--- src/rtl/feed_arbiter_pkg.sv ---
// feed_arbiter_pkg: FSM state encoding and bus width shared by the feed arbiter files
package feed_arbiter_pkg;
  localparam logic [1:0] IDLE = 2'd0;
  localparam logic [1:0] XFER = 2'd1;
  localparam logic [1:0] DROP = 2'd2;
  localparam int DATA_W = 32;
endpackage

--- src/rtl/feed_arbiter_rr_pick.sv ---
// feed_arbiter_rr_pick: combinational round-robin pick of the first request after last_i
// Ports: req_i request mask, last_i previous grant, gnt_id_o picked index, any_o some request set
module feed_arbiter_rr_pick
  import feed_arbiter_pkg::*;
#(
  parameter int NUM_SRC = 4,
  parameter int SRC_W = 2
) (
  input  logic [NUM_SRC-1:0] req_i,
  input  logic [SRC_W-1:0]   last_i,
  output logic [SRC_W-1:0]   gnt_id_o,
  output logic               any_o
);
  // Scan from the farthest candidate to the nearest so the nearest request wins.
  always_comb begin
    logic [SRC_W-1:0] idx;
    idx = '0;
    gnt_id_o = '0;
    for (int k = NUM_SRC; k >= 1; k--) begin
      idx = SRC_W'((int'(last_i) + k) % NUM_SRC);
      if (req_i[idx]) gnt_id_o = idx;
    end
  end
  assign any_o = |req_i;
endmodule

--- src/rtl/feed_arbiter.sv ---
// feed_arbiter: frame-locked round-robin mux of NUM_SRC AXI-Stream feeds onto one 32-bit stream
// Ports: s_axis_* per-source inputs/ready, src_enable eligibility mask, m_axis_* merged output,
//        grant_id current/last grant, busy (XFER or DROP), trunc_pulse one cycle after a forced tlast
module feed_arbiter
  import feed_arbiter_pkg::*;
#(
  parameter int NUM_SRC = 4,
  parameter int SRC_W = $clog2(NUM_SRC),
  parameter int MAX_WORDS = 64
) (
  input  logic                      clk,
  input  logic                      rst,
  input  logic [NUM_SRC*DATA_W-1:0] s_axis_tdata,
  input  logic [NUM_SRC-1:0]        s_axis_tvalid,
  input  logic [NUM_SRC-1:0]        s_axis_tlast,
  output logic [NUM_SRC-1:0]        s_axis_tready,
  input  logic [NUM_SRC-1:0]        src_enable,
  output logic [DATA_W-1:0]         m_axis_tdata,
  output logic                      m_axis_tvalid,
  output logic                      m_axis_tlast,
  input  logic                      m_axis_tready,
  output logic [SRC_W-1:0]          grant_id,
  output logic                      busy,
  output logic                      trunc_pulse
);
  localparam int CNT_W = $clog2(MAX_WORDS);
  logic [1:0] state_q, state_d;
  logic [SRC_W-1:0] grant_q, grant_d, last_q, last_d, pick;
  logic [CNT_W-1:0] cnt_q, cnt_d;
  logic [DATA_W-1:0] src_data [NUM_SRC];
  logic trunc_q, trunc_d, any, idle, xfer, drop, at_max, src_last, hs_x, hs_d;
  for (genvar i = 0; i < NUM_SRC; i++) begin : g_src
    assign src_data[i] = s_axis_tdata[DATA_W*i +: DATA_W];
  end
  feed_arbiter_rr_pick #(.NUM_SRC(NUM_SRC), .SRC_W(SRC_W)) u_pick (
    .req_i(s_axis_tvalid & src_enable),
    .last_i(last_q),
    .gnt_id_o(pick),
    .any_o(any)
  );
  always_comb begin
    idle = state_q == IDLE;
    xfer = state_q == XFER;
    drop = state_q == DROP;
    at_max = cnt_q == CNT_W'(MAX_WORDS - 1);
    src_last = s_axis_tlast[grant_q];
    m_axis_tdata = xfer ? src_data[grant_q] : '0;
    m_axis_tvalid = xfer & s_axis_tvalid[grant_q];
    m_axis_tlast = xfer & (src_last | at_max);
    // DROP drains the runaway source regardless of downstream back-pressure.
    s_axis_tready = xfer ? NUM_SRC'(m_axis_tready) << grant_q : drop ? NUM_SRC'(1) << grant_q : '0;
    hs_x = m_axis_tvalid & m_axis_tready;
    hs_d = drop & s_axis_tvalid[grant_q];
    state_d = idle ? (any ? XFER : IDLE)
            : xfer ? (hs_x & src_last ? IDLE : hs_x & at_max ? DROP : XFER)
            : (hs_d & src_last ? IDLE : DROP);
    cnt_d = hs_x ? ((src_last | at_max) ? '0 : cnt_q + 1'b1) : cnt_q;
    trunc_d = hs_x & ~src_last & at_max;
    grant_d = idle & any ? pick : grant_q;
    last_d = idle & any ? pick : last_q;
  end
  always_ff @(posedge clk) begin
    if (rst) begin
      state_q <= IDLE;
      grant_q <= '0;
      last_q <= SRC_W'(NUM_SRC - 1);
      cnt_q <= '0;
      trunc_q <= 1'b0;
    end else begin
      state_q <= state_d;
      grant_q <= grant_d;
      last_q <= last_d;
      cnt_q <= cnt_d;
      trunc_q <= trunc_d;
    end
  end
  assign grant_id = grant_q;
  assign busy = ~idle;
  assign trunc_pulse = trunc_q;
endmodule
--- config.mk ---
export PLATFORM = sky130hd
export DESIGN_NAME = feed_arbiter
export DESIGN_NICKNAME = d
export VERILOG_FILES = /design/src/rtl/feed_arbiter_pkg.sv /design/src/rtl/feed_arbiter_rr_pick.sv /design/src/rtl/feed_arbiter.sv
export SDC_FILE = /design/constraint.sdc
export NUM_CORES = 1
export LEC_CHECK = 0
export CAP_MARGIN = 20
export CORE_MARGIN = 2
export CORE_UTILIZATION = 29
export DETAILED_ROUTE_END_ITERATION = 8
export PLACE_DENSITY = 0.9
export SYNTH_ARGS = -nofsm -noshare
export SYNTH_HDL_FRONTEND = slang
export SYNTH_SLANG_ARGS = --single-unit
--- constraint.sdc ---
create_clock -name clk -period 2.1 [get_ports clk]
set_input_delay 0.21 -clock clk [delete_from_list [all_inputs] [get_ports clk]]
set_output_delay 0.21 -clock clk [all_outputs]
set_load 0.005 [all_outputs]
; ---- Word level (Yosys, flattened, before mapping)
; Cells that the tools add are included.
[word_totals]
regBits = 13
inputBits = 143
output_inout_bits = 42
word_cells = 67
[classes]
add_sub_neg = 5
magnitude_cmp = 6
n_eq_ne = 3
shift = 2
muxes = 29
bitwise = 15
reduce_logical = 2
[op_table]
columns = op, n
row1 = two-way mux 32 bit, 3
row2 = binary-select mux 32 bit (select 2 bit), 1
row3 = two-way mux 2 bit, 9
row4 = "< comparator 2 x 3 -> 1 bit, second input constant", 5
row5 = binary-select mux 1 bit (select 2 bit), 6
row6 = AND 1 bit, 10
row7 = two-way mux 4 bit, 2
row8 = two-way mux 1 bit, 7
row9 = "adder 6 x 1 -> 6 bit, second input constant", 1
row10 = "equality test 6 bit, second input constant", 1
row11 = two-way mux 6 bit, 1
row12 = "adder 2 x 1 -> 2 bit, second input constant", 2
row13 = "adder 2 bit, second input constant", 2
row14 = AND 4 bit, 1
row15 = OR reduction 4 bit, 1
row16 = << shifter 1 x 2 -> 4 bit, 1
row17 = "<< shifter 1 x 2 -> 4 bit, first input constant", 1
row18 = "greater-or-equal comparator 3 bit, second input constant", 1
row19 = NOT 2 -> 3 bit, 1
row20 = "equality test 2 x 1 -> 1 bit, second input constant", 1
row21 = "equality test 2 bit, second input constant", 1
row22 = zero test 2 bit, 1
row23 = NOT 1 bit, 2
row24 = bitwise OR 1 bit, 1

; ---- Depth between registers and ports, before layout
; Gate-level depths: netlist (run 1).
[depth]
depth_word = 9
depth_mapped = 6
ltp_nobuf = 5

; ---- Modules after synthesis
; From an unflattened synthesis (run 1), not the netlist that was laid out.
[unflattened]
cells_unflattened = 173
hier_area_um2 = 1746.7
[modules_own_cells]
columns = module, n_inst, cells_each, area_per_inst_um2, seq_area_each_um2
row1 = feed_arbiter, 1, 159, 1655.3, 260.2
row2 = feed_arbiter_rr_pick, 1, 14, 91.3, 0.0

; ---- Worst setup path before layout (run 1)
; Ideal clock, no wire load.
[synth_timing]
path_type = register to output
from = register grant_q[0], in the netlist grant_id[0]
to = output m_axis_tdata[10]
t_arrival_ns = 1.696
required_time_ns = 1.890
setup_slack_ns = 0.194
path_stages_with_launch = 5
n_path_buf = 2
path_cell_list = dfxtp_1 -> buf_2 -> buf_2 -> mux4_2 -> and2_1
[synth_between]
elab_chain_len = 5
[synth_rtl]
columns = element, line
row1 = "start, declared", feed_arbiter.sv:28  ; logic [SRC_W-1:0] grant_q, grant_d, last_q, last_d, pick;
row2 = "start signal, assigned", feed_arbiter.sv:71  ; grant_q <= grant_d;
row3 = NOT 2 -> 3 bit (not written as such), feed_arbiter.sv:47  ; m_axis_tdata = xfer ? src_data[grant_q] : '0;
row4 = binary-select mux 32 bit (select 2 bit), feed_arbiter.sv:47
row5 = two-way mux 32 bit (not written as such) (2 in a row), feed_arbiter.sv:47
row6 = two-way mux 32 bit, feed_arbiter.sv:47
row7 = "end, declared", feed_arbiter.sv:18  ; output logic [DATA_W-1:0] m_axis_tdata,
; Every way passes these cells. The select of a mux whose other input is x is not followed.

; ---- Worst setup path in the final report (run 1)
[layout_timing]
from = register grant_q[0], in the netlist grant_id[0]
to = register cnt_q[3]
[layout_between]
elab_chain_len = 4
elab_cells_between_ends = 8
classes_between = mux: 5 / bitwise: 3
[layout_rtl]
columns = element, line
row1 = binary-select mux 1 bit (select 2 bit) (on tied branches), "feed_arbiter.sv:46, feed_arbiter.sv:48"
row2 = two-way mux 1 bit (on tied branches), "feed_arbiter.sv:46, feed_arbiter.sv:48"
row3 = bitwise OR 1 bit or AND 1 bit (tied branches), "feed_arbiter.sv:57, feed_arbiter.sv:48"
row4 = two-way mux 6 bit or AND 1 bit (tied branches), "feed_arbiter.sv:57, feed_arbiter.sv:52"
row5 = "end signal, assigned", feed_arbiter.sv:73  ; cnt_q <= cnt_d;
row6 = "end, declared", feed_arbiter.sv:29  ; logic [CNT_W-1:0] cnt_q, cnt_d;
; Parallel ways exist; a longest one is shown, timed or not. The select of a mux whose other input is x is not followed.
; A chain may end at the register's enable or synchronous reset.

==> qor.yml, run 1 <==
layout:
  drive_above_1_share_pct: 21.5
  layout.cells.non_filler: 452
  final_util_pct: 68.8
  area_growth_syn_to_layout_pct: 130
  diodes: 0
  nets: 522
clocking:
  cts.sinks: 13
  cts_tree: "built"
  htreeDepth: 1
  cts_max_path_buffers: 2
  cts_root_buffer: "clkbuf_8"
  path_clk_slew_ns: 0.06
  cts_buffers: 3
  ctsHoldBuffers: 0
  insertion_delay_ns: 0.24
route:
  vias_per_cell: 5.25
  routed_wl_um: 8310
  drc_errors: 0
  vias: 2373
  drtIter0Drc: 87
  wire_per_inst_um: 18.4
  firstDrtPassIters: 4
  ant_nets: 0
setup_path:
  timing.rr.end: "cnt_q[3]$_SDFFE_PP0P_"
  crit_path_end_kind: "flop"
  critPathMaxFanout: 6
  r2r_start: "grant_id[0]$_SDFFE_PP0P_"
  rr_worst_depth: 6
  worstPathArrival_ns: 2.25
  path_class: "flop to flop"
  start_kind: "flop"
  r2r_setup_slack_ns: 0.03
  worstPathRequired_ns: 2.28
timing:
  slew_violations: 0
  fin_crit_sh_pct: 98.6
  post-route-min-period_ns: 2.07
  max_clock_freq_mhz: 483
  finalClockSkew_ns: 0.00590
  relSlewSlack_pct: 74.6
  hold_violations: 0
  rsz0062_at_grt: "yes"
  setup_ws_ns: 0.0286
  worst_pin_slew_ns: 0.380
  setup_violations: 0
pwr:
  irDropWorstVdd_mv: 0.226
  leakagePower_uw: 0.00163
  power.total_uw: 1520
  powerDensity_nw_per_um2: 375
place:
  dp_hpwl_um: 6780
  portBuffers: 184
  post-place-cells: 432
  place_congestion: 0.911
  place_ws_ns: -0.0723
synth:
  synth_top_area_share_pct: 43.6
  synth_area_um2: 1760
  yosys-top-cells-area: "mux4_2 (44%), dfxtp_1 (15%), and2_1 (12%)"
  ys_seq_elements: 13
  yosys.area.top_type: "mux4_2"
  synth_edf_count: 0
  synthArstFlopShare_pct: 0
  synth_cells: 172
  syn_nets: 316
  synth_cell_types: 38
  synth_flop_cell: "dfxtp_1"
  ys_warn_count: 0
  syn_avg_cell_area_um2: 10.2
  synth_seq_area_share_pct: 14.8
status:
  status: "complete, no violations"
die:
  start_util_pct: 29.8
  core_um2: 5890
  io-pin-count: 185
  die_w_um: 81.8
  fp-row-count: 28
  die_area_um2: 6700
  dieHeight_um: 81.8
global_routing:
  grt_max_degree: 25
  overflow: 0
  antenna_found_initial: 0
  grt_pass1_wl_um: 11500
  grt_pass1_vias: 2429
  gr-usage-all-layers_pct: 22.6
hold_path:
  hold_depth: 2
  hp-class: "flop to flop"
  min_from: "cnt_q[1]$_SDFFE_PP0P_"
  whs_endpoint: "cnt_q[1]$_SDFFE_PP0P_"
run:
  max_cap_violations: 0
==> power by group <==
| part | switching, uW | internal (uW) |
|---|---|---|
| combinational | 314 | 693 |
| clock | 89.5 | 134 |
| sequential | 26.2 | 261 |
| total | 430 | 1090 |
==> cells by family after synthesis <==
kind of cell	count (synthesis)	synth area share (%)
buffers and inverters	16	3.70
muxes	34	43.6
adders and majority gates	1	0.712
DFF	13	14.8
AOI/OAI and AO/OA	34	12.5
and+or+nand+nor	74	24.6
==> critical path: stages, from the launching register on <==
cell and delay [ns]:
dfxtp_4 0.38, buf_12 0.13, mux4_2 0.50, a31o_1 0.24, buf_6 0.13, or4_4 0.49, a31oi_1 0.13
==> layout by cell type, fill, tap and decap left out, types with 2 or more instances in the layout <==
master | Yosys | layout
clkdlybuf4s50_1 | 0 | 150
mux4_2 | 34 | 34
and2_1 | 35 | 31
dlygate4sd2_1 | 0 | 23
buf_4 | 0 | 19
nand2_1 | 12 | 12
dfxtp_1 | 13 | 11
a21oi_1 | 10 | 10
a31oi_1 | 6 | 6
o21ai_0 | 6 | 6
dlymetal6s2s_1 | 0 | 5
clkdlybuf4s15_1 | 0 | 5
buf_12 | 0 | 5
and2_4 | 0 | 4
nand3_1 | 4 | 4
buf_6 | 0 | 4
nor2_1 | 3 | 3
clkbuf_8 | 0 | 3
buf_8 | 0 | 3
nor2b_1 | 3 | 2
nor3b_1 | 2 | 2
or2_2 | 2 | 2
or3_1 | 2 | 2
nand4_1 | 2 | 2
a22o_1 | 2 | 2
dfxtp_4 | 0 | 2
==> Yosys cell counts, drive strengths merged, types with 2 or more instances <==
| library cell | count |
|---|---|
| a21oi | 10 |
| a22o | 2 |
| a31oi | 6 |
| and2 | 35 |
| buf | 6 |
| clkbuf | 9 |
| dfxtp | 13 |
| mux4 | 34 |
| nand2 | 12 |
| nand3 | 4 |
| nand4 | 2 |
| nor2 | 3 |
| nor2b | 3 |
| nor3b | 2 |
| o21ai | 6 |
| or2 | 2 |
| or3 | 2 |
| or4 | 2 |
==> metrics by stage <==
| stage | TNS (ns) | hold slack, ns | area, um2 |
|---|---|---|---|
| 2_1_floorplan | 0 | 0.299 | 1760 |
| 3_3_place_gp | -0.0225 | 0.463 | 3810 |
| 4_1_cts | -0.195 | 0.476 | 3950 |
| 5_1_grt | -0.00893 | 0.502 | 4050 |
| 3_5_place_dp | -0.108 | 0.468 | 3810 |
| 6_report | 0 | 0.478 | 4050 |
==> what timing repair did <==
item	4_1_cts	5_1_grt
gates cloned	1	1
pin swaps	1	6
setup buffers	11	5
setup endpoints to repair	35	25
resized for setup	36	25
==> registers in the layout, summed over array words and instances (netlist names) <==
name         cells
cnt_q            6
state_q          2
last_q           2
grant_id         2
trunc_pulse      1
==> metal layers <==
layer  global-route usage [%]  up-vias  part of all wire, %
li1                         -     1100                    -
met1                     25.3     1125                   35
met2                     42.0      135                   54
met3                     5.05       13                  9.3
met4                     7.00        0                  1.5
met5                        0        -                    0
==> how the worst max path moves through the flow <==
stage | startpoint | end | slack (ns)
5_1_grt | grant_id[0]$_SDFFE_PP0P_ | cnt_q[3]$_SDFFE_PP0P_ | -0.005
4_1_cts | grant_id[0]$_SDFFE_PP0P_ | m_axis_tdata[20] | -0.04
2_1_floorplan | grant_id[0]$_SDFFE_PP0P_ | m_axis_tdata[10] | 0.19
6_report | grant_id[0]$_SDFFE_PP0P_ | cnt_q[3]$_SDFFE_PP0P_ | 0.03
3_5_place_dp | s_axis_tvalid[1] | state_q[1]$_SDFF_PP0_ | -0.07
3_3_place_gp | s_axis_tlast[1] | m_axis_tlast | -0.02
==> layout make-up <==
| cell class | instances | area, um2 |
|---|---|---|
| timing repair buffer | 216 | 2180 |
| fill | 444 | 1840 |
| multi-input combinational | 143 | 1460 |
| sequential | 13 | 268 |
| tap | 75 | 93.8 |
| clock buffer | 4 | 45.0 |
| inverter | 1 | 3.75 |
(Power assumes the default switching activity.)
==> run 2, diff against run 1 <==
--- a/config.mk
+++ b/config.mk
@@ -6,7 +6,6 @@
 export NUM_CORES = 1
 export LEC_CHECK = 0
 export CAP_MARGIN = 20
-export CORE_MARGIN = 2
 export CORE_UTILIZATION = 29
 export DETAILED_ROUTE_END_ITERATION = 8
 export PLACE_DENSITY = 0.9
==> run 2 against run 1 <==
Compared with the run above:
- utilization increased by 0.30 points
- clock skew down 0.0013 ns
- sequential cell count stayed put
- global-route usage grew 1.2 points
- fmax rose by 1.5%
- critical path depth is the same
- critical path type unchanged
- critical endpoint unchanged
==> qor.yml, run 2 (synthesized netlist as in run 1, its figures left out) <==
route:
  routed_wl_um: 7940  # -4.5%
  ant_nets: 0  # unchanged
  wire_per_inst_um: 18.0  # -2.1%
  drc_errors: 0  # unchanged
  drtIter0Drc: 87  # unchanged
  vias_per_cell: 5.28  # +0.55%
  vias: 2328  # -1.9%
  firstDrtPassIters: 4  # unchanged
clocking:
  cts_max_path_buffers: 2  # unchanged
  path_clk_slew_ns: 0.06  # about the same
  cts_root_buffer: "clkbuf_8"
  cts_buffers: 3  # unchanged
  insertion_delay_ns: 0.24  # about the same
  htreeDepth: 1  # unchanged
  cts.sinks: 13  # unchanged
  ctsHoldBuffers: 0  # unchanged
  cts_tree: "built"
die:
  start_util_pct: 31.0  # +1.1 points
  io-pin-count: 185  # unchanged
  fp-row-count: 27  # -3.6%
  die_area_um2: 6370  # -4.8%
  core_um2: 5680  # -3.6%
  die_w_um: 79.8  # -2.4%
  dieHeight_um: 79.8  # -2.4%
pwr:
  leakagePower_uw: 0.00153  # -6.5%
  irDropWorstVdd_mv: 0.223  # -1.3%
  powerDensity_nw_per_um2: 373  # -0.49%
timing:
  max_clock_freq_mhz: 490  # +1.5%
  slew_violations: 0  # unchanged
  post-route-min-period_ns: 2.04  # -0.0315 ns
  setup_violations: 0  # unchanged
  relSlewSlack_pct: 74.5  # -0.090 points
  fin_crit_sh_pct: 97.1  # -1.5 points
  setup_ws_ns: 0.0601  # +0.0315 ns
  fin_hold_ws_ns: 0.486  # +0.00804 ns
  worst_pin_slew_ns: 0.381  # +0.00135 ns
  hold_violations: 0  # unchanged
  tns_ns: 0  # unchanged
  finalClockSkew_ns: 0.00464  # -0.00125 ns
layout:
  largest-register: "cnt_q"
  nets: 514  # -1.5%
  largest_reg_flops: 6  # unchanged
  area_growth_syn_to_layout_pct: 123
  mostFrequentLayoutCells: "clkdlybuf4s50_1 (150), mux4_2 (34), and2_1 (34), dlygate4sd2_1 (29), buf_4 (15)"
  final_util_pct: 69.1  # +0.30 points
  layout_commonest_cell: "clkdlybuf4s50_1"
  drive_above_1_share_pct: 20.3  # -1.2 points
  diodes: 0  # unchanged
setup_path:
  start_kind: "flop"
  worstPathRequired_ns: 2.27  # about the same
  worstPathArrival_ns: 2.21  # -0.04 ns
  path_class: "flop to flop"
  critPathMaxFanout: 4  # -2
  crit_path_end_kind: "flop"
global_routing:
  overflow: 0  # unchanged
  grt_pass1_wl_um: 11500  # -0.30%
  grt_pass1_vias: 2429  # unchanged
  antenna_found_initial: 0  # unchanged
  gr-usage-all-layers_pct: 23.8  # +1.2 points
  grt_max_degree: 22  # -12%
place:
  dp_hpwl_um: 6400  # -5.6%
  portBuffers: 184  # unchanged
  place_congestion: 0.900  # -1.2%
  place_ws_ns: -0.0477  # +0.0247 ns
hold_path:
  hp-class: "flop to flop"
run:
  max_cap_violations: 0  # unchanged
status:
  status: "complete, no violations"
run 2: where the power goes:
group / internal, uW / switching [uW]
sequential: 261 / 22.5
combinational: 652 / 305
clock: 131 / 91.2
total: 1040 / 419
run 2: per-layer routing:
metal  part of all wire [%]  track usage [%]  vias up
met1                     34             23.5     1080
li1                       -                -     1083
met4                    1.8             7.50        0
met3                     10             6.86       16
met2                     54             46.9      149
met5                      0                0        -
run 2: repair_timing:
action,in CTS,in global routing
endpoints found under the setup margin,35,10
cloned,2,0
resized for setup,45,10
buffers inserted,7,0
pin swaps,0,4
run 2: cell type report:
type                    instances  area (um2)
flip-flops and latches         13         265
repair buffers                208        2060
well taps                      72        90.1
clock buffers                   3        41.3
multi-input cells             143        1460
fillers                       445        1760
inverters                       1        3.75
clock inverters                 1        5.00
run 2: worst paths after layout:
path / slack, ns / depth (start not counted) / endpoint / start
max: 0.06 / 6 / cnt_q[3]$_SDFFE_PP0P_ / grant_id[0]$_SDFFE_PP0P_
min reg2reg: 0.49 / 2 / cnt_q[1]$_SDFFE_PP0P_ / cnt_q[1]$_SDFFE_PP0P_
max reg2reg: 0.06 / 6 / cnt_q[3]$_SDFFE_PP0P_ / grant_id[0]$_SDFFE_PP0P_
min: 0.49 / 2 / cnt_q[1]$_SDFFE_PP0P_ / cnt_q[1]$_SDFFE_PP0P_
run 2: stage by stage:
| stage | cell area [um2] | cells | power (uW) |
|---|---|---|---|
| after floorplan | 1760 | 172 | 671 |
| after global placement | 3770 | 428 | 1190 |
| after detailed placement | 3770 | 428 | 1210 |
| after CTS | 3920 | 441 | 1470 |
| after global routing | 3920 | 441 | 1550 |
| final | 3920 | 441 | 1460 |
run 2: critical path, cell delays in order, from the launching register on:
cell     delay (ns)
dfxtp_4        0.40
buf_6          0.11
mux4_2         0.49
a31o_1         0.22
buf_6          0.12
or4_4          0.46
a31oi_1        0.16
